<file path="config.mk">
export PLATFORM = sky130hd
export DESIGN_NAME = uart_tx_arbiter
export DESIGN_NICKNAME = d
export VERILOG_FILES = /design/src/rtl/uart_arb_pkg.sv /design/src/rtl/uart_rr_pick.sv /design/src/rtl/uart_tx_arbiter.sv
export SDC_FILE = /design/constraint.sdc
export NUM_CORES = 1
export LEC_CHECK = 0
export ABC_AREA = 1
export ABC_CLOCK_PERIOD_IN_PS = 1800
export BUFFER_PORTS_ARGS = -buffer_cell sky130_fd_sc_hd__buf_4
export CORE_MARGIN = 3
export CORE_UTILIZATION = 50
export CTS_BUF_LIST = sky130_fd_sc_hd__clkbuf_2 sky130_fd_sc_hd__clkbuf_4 sky130_fd_sc_hd__clkbuf_8
export DETAILED_ROUTE_END_ITERATION = 10
export PLACE_DENSITY = 0.82
export SKIP_LAST_GASP = 1
export SLEW_MARGIN = 20
export SYNTH_ARGS = -nofsm -noshare
export SYNTH_HDL_FRONTEND = slang
export SYNTH_SLANG_ARGS = --single-unit
</file>
<file path="constraint.sdc">
create_clock -name clk -period 1.8 [get_ports clk]
set_clock_uncertainty 0.2 [all_clocks]
set_input_delay 0.27 -clock clk [delete_from_list [all_inputs] [get_ports clk]]
set_output_delay 0.27 -clock clk [all_outputs]
set_load 0.05 [all_outputs]
</file>
<file path="src/rtl/uart_arb_pkg.sv">
// Shared types and constants for the UART TX arbiter slice.
package uart_arb_pkg;

  typedef enum logic [1:0] {
    IDLE   = 2'd0,
    LAUNCH = 2'd1,
    WAIT   = 2'd2
  } arb_state_t;

  localparam int unsigned MAX_REQ           = 8;
  localparam int unsigned TIMEOUT_W_DEFAULT = 16;

endpackage

</file>
<file path="src/rtl/uart_rr_pick.sv">
// Combinational round-robin picker: first set request at or after rr_ptr, wrapping to 0.
module uart_rr_pick
  import uart_arb_pkg::*;
#(
  parameter  int unsigned N_REQ = 4,
  localparam int unsigned IDX_W = $clog2(N_REQ)
) (
  input  logic [N_REQ-1:0] req,
  input  logic [IDX_W-1:0] rr_ptr,
  output logic             valid,
  output logic [N_REQ-1:0] pick,
  output logic [IDX_W-1:0] pick_idx
);

  logic             hi_hit;
  logic [IDX_W-1:0] hi_idx;
  logic [IDX_W-1:0] lo_idx;

  // Lowest requester at/above the pointer wins; otherwise the lowest overall (wrap).
  always_comb begin
    hi_hit = 1'b0;
    hi_idx = '0;
    lo_idx = '0;
    for (int i = N_REQ - 1; i >= 0; i--) begin
      if (req[i]) begin
        lo_idx = IDX_W'(i);
        if (IDX_W'(i) >= rr_ptr) begin
          hi_idx = IDX_W'(i);
          hi_hit = 1'b1;
        end
      end
    end
  end

  assign valid    = |req;
  assign pick_idx = hi_hit ? hi_idx : lo_idx;
  assign pick     = valid ? (N_REQ'(1) << pick_idx) : '0;

endmodule

</file>
<file path="src/rtl/uart_tx_arbiter.sv">
// Round-robin arbiter/sequencer sharing one UART TX core among N_REQ clients.
// Optional watchdog on the WAIT state enabled by defining UART_ARB_TIMEOUT_EN.
module uart_tx_arbiter
  import uart_arb_pkg::*;
#(
  parameter int unsigned N_REQ     = 4,
  parameter int unsigned TIMEOUT_W = TIMEOUT_W_DEFAULT
) (
  input  logic                   clk,
  input  logic                   reset,
  input  logic [N_REQ-1:0]       req,
  input  logic [8*N_REQ-1:0]     req_data,
  input  logic [N_REQ-1:0]       req_parity_sel,
  input  logic [N_REQ-1:0]       req_stop_sel,
  input  logic                   tx_busy,
  input  logic                   tx_done,
`ifdef UART_ARB_TIMEOUT_EN
  input  logic [TIMEOUT_W-1:0]   timeout_limit,
  output logic                   timeout_err,
`endif
  output logic [N_REQ-1:0]       ack,
  output logic [N_REQ-1:0]       grant,
  output logic [7:0]             tx_data,
  output logic                   tx_parity_sel,
  output logic                   tx_stop_sel,
  output logic                   tx_start
);

  localparam int unsigned IDX_W  = $clog2(N_REQ);
  // An out-of-range configuration never grants rather than misbehaving silently.
  localparam logic        CFG_OK = (N_REQ >= 2) && (N_REQ <= MAX_REQ) && (TIMEOUT_W >= 1);

  arb_state_t       state_q;
  logic [IDX_W-1:0] owner_q;
  logic [IDX_W-1:0] rr_ptr_q;
  logic [N_REQ-1:0] grant_q;
  logic [N_REQ-1:0] ack_q;
  logic             tx_start_q;
  logic [7:0]       tx_data_q;
  logic             tx_parity_q;
  logic             tx_stop_q;

  logic             pick_valid;
  logic [N_REQ-1:0] pick;
  logic [IDX_W-1:0] pick_idx;
  logic [7:0]       sel_byte_c;
  logic             sel_parity_c;
  logic             sel_stop_c;
  logic             done_c;
  logic             timeout_c;
  logic [IDX_W-1:0] ptr_next_c;

  uart_rr_pick #(.N_REQ(N_REQ)) u_pick (
    .req      (req),
    .rr_ptr   (rr_ptr_q),
    .valid    (pick_valid),
    .pick     (pick),
    .pick_idx (pick_idx)
  );

  always_comb begin
    sel_byte_c = '0;
    for (int i = 0; i < N_REQ; i++) begin
      sel_byte_c = sel_byte_c | (req_data[8*i +: 8] & {8{pick[i]}});
    end
  end

  assign sel_parity_c = |(req_parity_sel & pick);
  assign sel_stop_c   = |(req_stop_sel & pick);
  // A done coinciding with our own start pulse belongs to an earlier frame.
  assign done_c       = (state_q == WAIT) && tx_done && !tx_start_q;
  assign ptr_next_c   = (owner_q == IDX_W'(N_REQ - 1)) ? '0 : owner_q + IDX_W'(1);

  always_ff @(posedge clk or posedge reset) begin
    if (reset) begin
      state_q     <= IDLE;
      owner_q     <= '0;
      rr_ptr_q    <= '0;
      grant_q     <= '0;
      ack_q       <= '0;
      tx_start_q  <= 1'b0;
      tx_data_q   <= '0;
      tx_parity_q <= 1'b0;
      tx_stop_q   <= 1'b0;
    end else begin
      ack_q      <= '0;
      tx_start_q <= 1'b0;
      unique case (state_q)
        IDLE: begin
          if (pick_valid && CFG_OK) begin
            owner_q     <= pick_idx;
            grant_q     <= pick;
            tx_data_q   <= sel_byte_c;
            tx_parity_q <= sel_parity_c;
            tx_stop_q   <= sel_stop_c;
            if (!tx_busy) begin
              tx_start_q <= 1'b1;
              ack_q      <= pick;
              state_q    <= WAIT;
            end else begin
              state_q <= LAUNCH;
            end
          end
        end
        LAUNCH: begin
          if (!tx_busy) begin
            tx_start_q <= 1'b1;
            ack_q      <= grant_q;
            state_q    <= WAIT;
          end
        end
        WAIT: begin
          if (done_c || timeout_c) begin
            grant_q  <= '0;
            rr_ptr_q <= ptr_next_c;
            state_q  <= IDLE;
          end
        end
        default: state_q <= IDLE;
      endcase
    end
  end

`ifdef UART_ARB_TIMEOUT_EN
  logic [TIMEOUT_W-1:0] to_cnt_q;
  logic                 timeout_err_q;

  // Counter sits at zero outside WAIT, so it is clear on every WAIT entry.
  assign timeout_c = (state_q == WAIT) && !done_c && (timeout_limit != '0) &&
                     ((to_cnt_q + TIMEOUT_W'(1)) == timeout_limit);

  always_ff @(posedge clk or posedge reset) begin
    if (reset) begin
      to_cnt_q      <= '0;
      timeout_err_q <= 1'b0;
    end else begin
      timeout_err_q <= timeout_c;
      if (state_q != WAIT) begin
        to_cnt_q <= '0;
      end else begin
        to_cnt_q <= to_cnt_q + TIMEOUT_W'(1);
      end
    end
  end

  assign timeout_err = timeout_err_q;
`else
  assign timeout_c = 1'b0;
`endif

  assign ack           = ack_q;
  assign grant         = grant_q;
  assign tx_start      = tx_start_q;
  assign tx_data       = tx_data_q;
  assign tx_parity_sel = tx_parity_q;
  assign tx_stop_sel   = tx_stop_q;

endmodule
</file>
# ---- Yosys cells after proc, flatten, opt, wreduce, memory -nomap -nowiden
# Cells that the tools add are included.
dict set report classes {
  n_mul 0
  n_div 0
  n_reduce_logical 12
  bitwise 9
  n_eq_ne 6
  shifts 1
  n_addsub 1
  order_cmp 4
  n_mux 38
}
# cell n
set ops {}
lappend ops {{$mux W2} 18}
lappend ops {{$and A8 B8 Y8} 4}
lappend ops {{$mux W4} 6}
lappend ops {{$or A8 B8 Y8} 3}
lappend ops {{$pmux W4 S2} 2}
lappend ops {{$reduce_or A4 Y1} 3}
lappend ops {{$mux W1} 10}
lappend ops {{$and A4 B4 Y4} 2}
lappend ops {{$pmux W2 S3} 1}
lappend ops {{$reduce_and A3 Y1} 2}
lappend ops {{$eq A2 B2 Y1 const B} 2}
lappend ops {{$ge A1 B2 Y1 const A} 2}
lappend ops {{$ge A2 B2 Y1 const A} 2}
lappend ops {{$ne A2 B2 Y1 const B} 2}
lappend ops {{$reduce_and A2 Y1} 2}
lappend ops {{$shl A1 B2 Y4 const A} 1}
lappend ops {{$add A2 B1 Y2 const B} 1}
lappend ops {{$eq A2 B1 Y1 const B} 1}
lappend ops {{$logic_and A1 B1 Y1} 2}
lappend ops {{$logic_not A2 Y1} 1}
lappend ops {{$ne A2 B1 Y1 const B} 1}
lappend ops {{$pmux W1 S2} 1}
lappend ops {{$reduce_bool A2 Y1} 1}
lappend ops {{$logic_not A1 Y1} 1}
dict set report totals {
  word_cells 80
  output_inout_bits 19
  mem_count 0
  in_bits 48
  latchBits 0
  mem_bits_ro 0
  ff_bits 25
  mem_bits_rw 0
}

# ---- Longest topological paths before layout
dict set report depth {
  depth_word 16
  mapped_depth 12
  mapped_depth_nobuf 12
}

# ---- Hierarchy
# Synthesis repeated with hierarchy kept, for this count alone.
dict set report unflattened {
  hier_cells 209
  area_unflattened_um2 1457.6
}
# mod n_inst cells_per_inst seq_area_each_um2 area_per_inst_um2
set modules_own_cells {}
lappend modules_own_cells {uart_tx_arbiter 1 176 625.6 1311.3}
lappend modules_own_cells {uart_rr_pick 1 33 0.0 146.4}

# ---- Worst setup path after synthesis
# No wires, ideal clock.
dict set report synth_path {
  kind {reg-to-reg}
  from {register tx_start_q, in the netlist tx_start}
  to {register rr_ptr_q[0]}
  path_buffers 0
  synth_period_minus_slack_ns 1.702
  t_arrival_ns 1.407
  slack_ns 0.098
  t_required_ns 1.504
  setup_time_ns 0.096
  path_stages_with_launch 4
  path_cell_list {dfrtp_1 nor4_1 inv_1 o31ai_1}
}
dict set report synth_between {
  elab_chain_len 3
}
# element line
set synth_rtl {}
lappend synth_rtl {{start: declaration} uart_tx_arbiter.sv:38} ;# logic tx_start_q;
lappend synth_rtl {{start signal: assignment} uart_tx_arbiter.sv:81} ;# tx_start_q <= 1'b0;
lappend synth_rtl {{start signal: assignment} uart_tx_arbiter.sv:87} ;# tx_start_q <= 1'b0;
lappend synth_rtl {{start signal: assignment} uart_tx_arbiter.sv:97} ;# tx_start_q <= 1'b1;
lappend synth_rtl {{$logic_not A1 Y1} uart_tx_arbiter.sv:71} ;# assign done_c = (state_q == WAIT) && tx_done && !tx_start_q;
lappend synth_rtl {{$logic_and A1 B1 Y1} uart_tx_arbiter.sv:71}
lappend synth_rtl {{$reduce_and A2 Y1 (no source line)} --}
lappend synth_rtl {{end signal: assignment} uart_tx_arbiter.sv:115} ;# rr_ptr_q <= ptr_next_c;
lappend synth_rtl {{end: declaration} uart_tx_arbiter.sv:35} ;# logic [IDX_W-1:0] rr_ptr_q;
# Every way passes these cells.
# A chain may end at the register's enable or synchronous reset.

# ---- Worst setup path in the final report
dict set report layout_path {
  from {register rr_ptr_q[0]}
  to {register tx_data_q[3], in the netlist tx_data[3]}
}
dict set report layout_between {
  elab_chain_len 16
  word_cells_on_any_way 30
  cone_classes {order compare (4); shift (1); mux (18); bitwise (7)}
}
# element line
set layout_rtl {}
lappend layout_rtl {{$ge A2 B2 Y1} uart_rr_pick.sv:27} ;# if (IDX_W'(i) >= rr_ptr) begin
lappend layout_rtl {{$mux W2 / $mux W1 (equally long branches)} uart_rr_pick.sv:27}
lappend layout_rtl {{$mux W2 / $mux W1 (equally long branches)} uart_rr_pick.sv:25} ;# if (req[i]) begin
lappend layout_rtl {{$mux W2 / $mux W1 (equally long branches)} uart_rr_pick.sv:27}
lappend layout_rtl {{$mux W2 / $mux W1 (equally long branches)} uart_rr_pick.sv:25}
lappend layout_rtl {{$mux W2 / $mux W1 (equally long branches)} uart_rr_pick.sv:27}
lappend layout_rtl {{$mux W2 / $mux W1 (equally long branches)} uart_rr_pick.sv:25}
lappend layout_rtl {{$mux W2 / $mux W1 (equally long branches)} uart_rr_pick.sv:27}
lappend layout_rtl {{$mux W2 / $mux W1 (equally long branches)} uart_rr_pick.sv:25}
lappend layout_rtl {{$mux W2 *} uart_rr_pick.sv:36} ;# assign pick_idx = hi_hit ? hi_idx : lo_idx;
lappend layout_rtl {{$shl A1 B2 Y4 *} uart_rr_pick.sv:37} ;# assign pick = valid ? (N_REQ'(1) << pick_idx) : '0;
lappend layout_rtl {{$mux W4 *} uart_rr_pick.sv:37}
lappend layout_rtl {{$and A8 B8 Y8} uart_tx_arbiter.sv:64} ;# sel_byte_c = sel_byte_c | (req_data[8*i +: 8] & {8{pick[i]}});
lappend layout_rtl {{$or A8 B8 Y8 (2 in a row)} uart_tx_arbiter.sv:64}
lappend layout_rtl {{$or A8 B8 Y8 *} uart_tx_arbiter.sv:64}
lappend layout_rtl {{end signal: assignment} uart_tx_arbiter.sv:93} ;# tx_data_q <= sel_byte_c;
lappend layout_rtl {{end: declaration} uart_tx_arbiter.sv:39} ;# logic [7:0] tx_data_q;
# Every way passes the cells marked *; elsewhere a longest branch is shown, timed or not.

==> impl_metrics.toml <==
[power]
p_leak_nw = 1.18
p_per_area_nw_per_um2 = 1650
vdd_ir_drop_max_mv = 0.856
power_mw = 3.96

[floorplanning]
die_area_um2 = 4230
die_height_um = 65.0
core-area_um2 = 3180
ioPinCount = 67
start_util_pct = 54.8
rows = 20
die_w_um = 65.0

[placement]
gp_congestion = 0.861
port_buffers = 66
place_inst = 317
place_hpwl_um = 3570

[global_route]
grt_start_max_net_pins = 26
grt_pass1_vias = 1709
grt.overflow.total = 0
grt_pass1_wl_um = 7810
track_usage_pct = 23.5
antenna_found_initial = 0

[route]
antenna_left = 0
remaining_drc_errors = 0
drt-pass1-iter-count = 4
vias = 1739
routed_wl_um = 5070
initialDrtViolationCount = 170
wl_per_cell_um = 15.5
viasPerCell = 5.33

[sta]
slew_headroom_pct = 77.1
fin_crit_ns = 1.76
fmax_mhz = 569
hold_viol = 0
fin_setup_tns_ns = 0
rsz0062_at_grt = "yes"
fin_crit_sh_pct = 97.6
setup_viol = 0
worst-slew-pin-transition_ns = 0.340
hold_slack_ns = 0.0427
maxSlewViolCount = 0

[yosys]
async_flop_share_pct = 100
avgSynthCellArea_um2 = 8.42
synth_nets = 256
synth_seq_cells = 25
synth.distinct_cells = 30
yosysSeqAreaShare_pct = 35.9
mappedNetlistArea_um2 = 1740
synth_flop_cell = "dfrtp_1"
syn_inst = 207
yosys_warnings = 0
synth_edf_count = 0

[layout]
fin_nets = 332
drive_gt1_share_pct = 50.0
final_cells = 326
num_antenna_cells = 0
syn2layout_area_growth_pct = 37.5
fillers = 253

[critical_path]
worstSetupStartpointType = "flip-flop"
endpoint_kind = "flip-flop"
cp.arrival_ns = 1.83
worstPathRequired_ns = 1.88
path_max_fanout = 6
crit_type = "flip-flop to flip-flop"

[cts]
clock-root-buffer = "clkbuf_4"
clockBufferDepth = 2
cts_tree = "done"
clk_latency_ns = 0.33
cts.sinks = 25
cts_buffers = 3
htree_levels = 1
path_clk_slew_ns = 0.15

[run]
maxCapViolations = 0

[outcome]
status = "complete, no violations"

[hold_path]
hold_path.class = "input pin to flip-flop"
[placed cells by master, fill, tap and decap left out]
| master | Yosys | final |
|---|---|---|
| a21boi_1 | 1 | 1 |
| a21oi_1 | 3 | 3 |
| a21oi_2 | 1 | 1 |
| buf_12 | 1 | 2 |
| buf_4 | 1 | 72 |
| clkbuf_4 | 0 | 3 |
| clkinvlp_4 | 0 | 1 |
| dfrtp_1 | 25 | 25 |
| dlygate4sd3_1 | 0 | 2 |
| ha_1 | 1 | 1 |
| inv_1 | 13 | 13 |
| inv_2 | 5 | 5 |
| inv_6 | 1 | 1 |
| nand2_1 | 32 | 31 |
| nand2_2 | 4 | 4 |
| nand2_4 | 4 | 7 |
| nand2_8 | 1 | 2 |
| nand3_1 | 27 | 27 |
| nand3_2 | 20 | 20 |
| nand3_4 | 1 | 1 |
| nand4_1 | 7 | 7 |
| nor2_1 | 17 | 17 |
| nor2_2 | 18 | 18 |
| nor2_4 | 3 | 3 |
| nor2_8 | 1 | 1 |
| nor3_1 | 1 | 1 |
| nor4_1 | 1 | 1 |
| o211ai_1 | 1 | 1 |
| o21ai_0 | 9 | 9 |
| o31ai_1 | 2 | 2 |
[metal layers]
layer	routed length, um	GRT usage, %	vias to the layer above
li1	-	-	842
met1	2130	31.1	810
met2	2530	39.1	77
met3	311	3.64	10
met4	96	8.03	0
met5	0	0	-
[what timing repair did]
item / 4_1_cts / 5_1_grt
hold buffers: 2 / 0
hold endpoints to repair: 26 / 0
endpoints found under the setup margin: 0 / 12
gates resized for setup: 0 / 4
buffers inserted: 0 / 0
[stage by stage]
stage / setup WS (ns) / instance area (um2) / util (%)
floorplan: 0.0977 / 1740 / -
global placement: 0.101 / 2300 / 72.3
detailed placement: 0.0721 / 2300 / 72.3
CTS: 0.0321 / 2350 / 73.9
global route: -0.0483 / 2400 / 75.4
finish: 0.0440 / 2400 / 75.4
[layout make-up]
class	instances	area (um2)	area share (%)
multi-input combinational	158	1010	42.1
sequential	25	626	26.1
timing repair buffer	76	601	25.1
inverter	19	76.3	3.18
tap	44	55.1	2.30
clock buffer	3	22.5	0.939
clock inverter	1	7.51	0.313
[final timing paths]
check                                   startpoint  slack (ns)                   endpoint  cells after the start
setup reg to reg           rr_ptr_q[0]$_DFFE_PP0P_        0.04     tx_data[3]$_DFFE_PP0P_                     10
max in group asynchronous                    reset        0.81    rr_ptr_q[0]$_DFFE_PP0P_                      4
setup / recovery           rr_ptr_q[0]$_DFFE_PP0P_        0.04     tx_data[3]$_DFFE_PP0P_                     10
hold / removal                        req_data[16]        0.04     tx_data[0]$_DFFE_PP0P_                      5
min in group asynchronous                    reset        0.34  tx_parity_sel$_DFFE_PP0P_                      4
hold reg to reg             owner_q[1]$_DFFE_PP0P_        0.32     owner_q[1]$_DFFE_PP0P_                      2
[worst max-delay path: stages, from the launching register on]
cell     delay [ns]
dfrtp_1        0.43
nand2_1        0.09
nand2_2        0.10
nand2_1        0.08
nand2_2        0.06
nand2_4        0.16
buf_4          0.17
nand4_1        0.16
nand3_2        0.12
nor2_2         0.04
nor2_2         0.08
[kinds of logic after synthesis]
kind of cell,Yosys count,share of synthesized area [%]
simple gates,137,48.7
buf+inv,27,9.05
flops,25,35.9
compound gates,17,5.67
fa+ha+maj,1,0.718
[sequential cells by signal, summed over array words and instances, names as in the netlist, 2 cells and up]
name / cells
owner_q: 2
tx_data: 8
grant: 4
state_q: 2
ack: 4
rr_ptr_q: 2
[cell usage after synthesis (2+ instances only)]
cell type	count	area, um2
nand4_1	7	43.8
nor2_1	17	63.8
a21oi_1	3	15.0
nand2_1	32	120
nand3_2	20	200
inv_2	5	18.8
buf_6	4	45.0
nand2_2	4	25.0
nand3_1	27	135
inv_1	13	48.8
o31ai_1	2	15.0
o21ai_0	9	45.0
nand2_4	4	45.0
nor2_4	3	33.8
nor2_2	18	113
dfrtp_1	25	626
[where the power goes]
group	leakage, nW	total (mW)	switching (mW)	internal, mW
registers	0.308	0.955	0.155	0.799
logic	0.857	2.74	1.82	0.916
clock network	0.0139	0.271	0.185	0.0851
total	1.18	3.96	2.16	1.80
No activity file was read; power rests on OpenSTA's default activity.
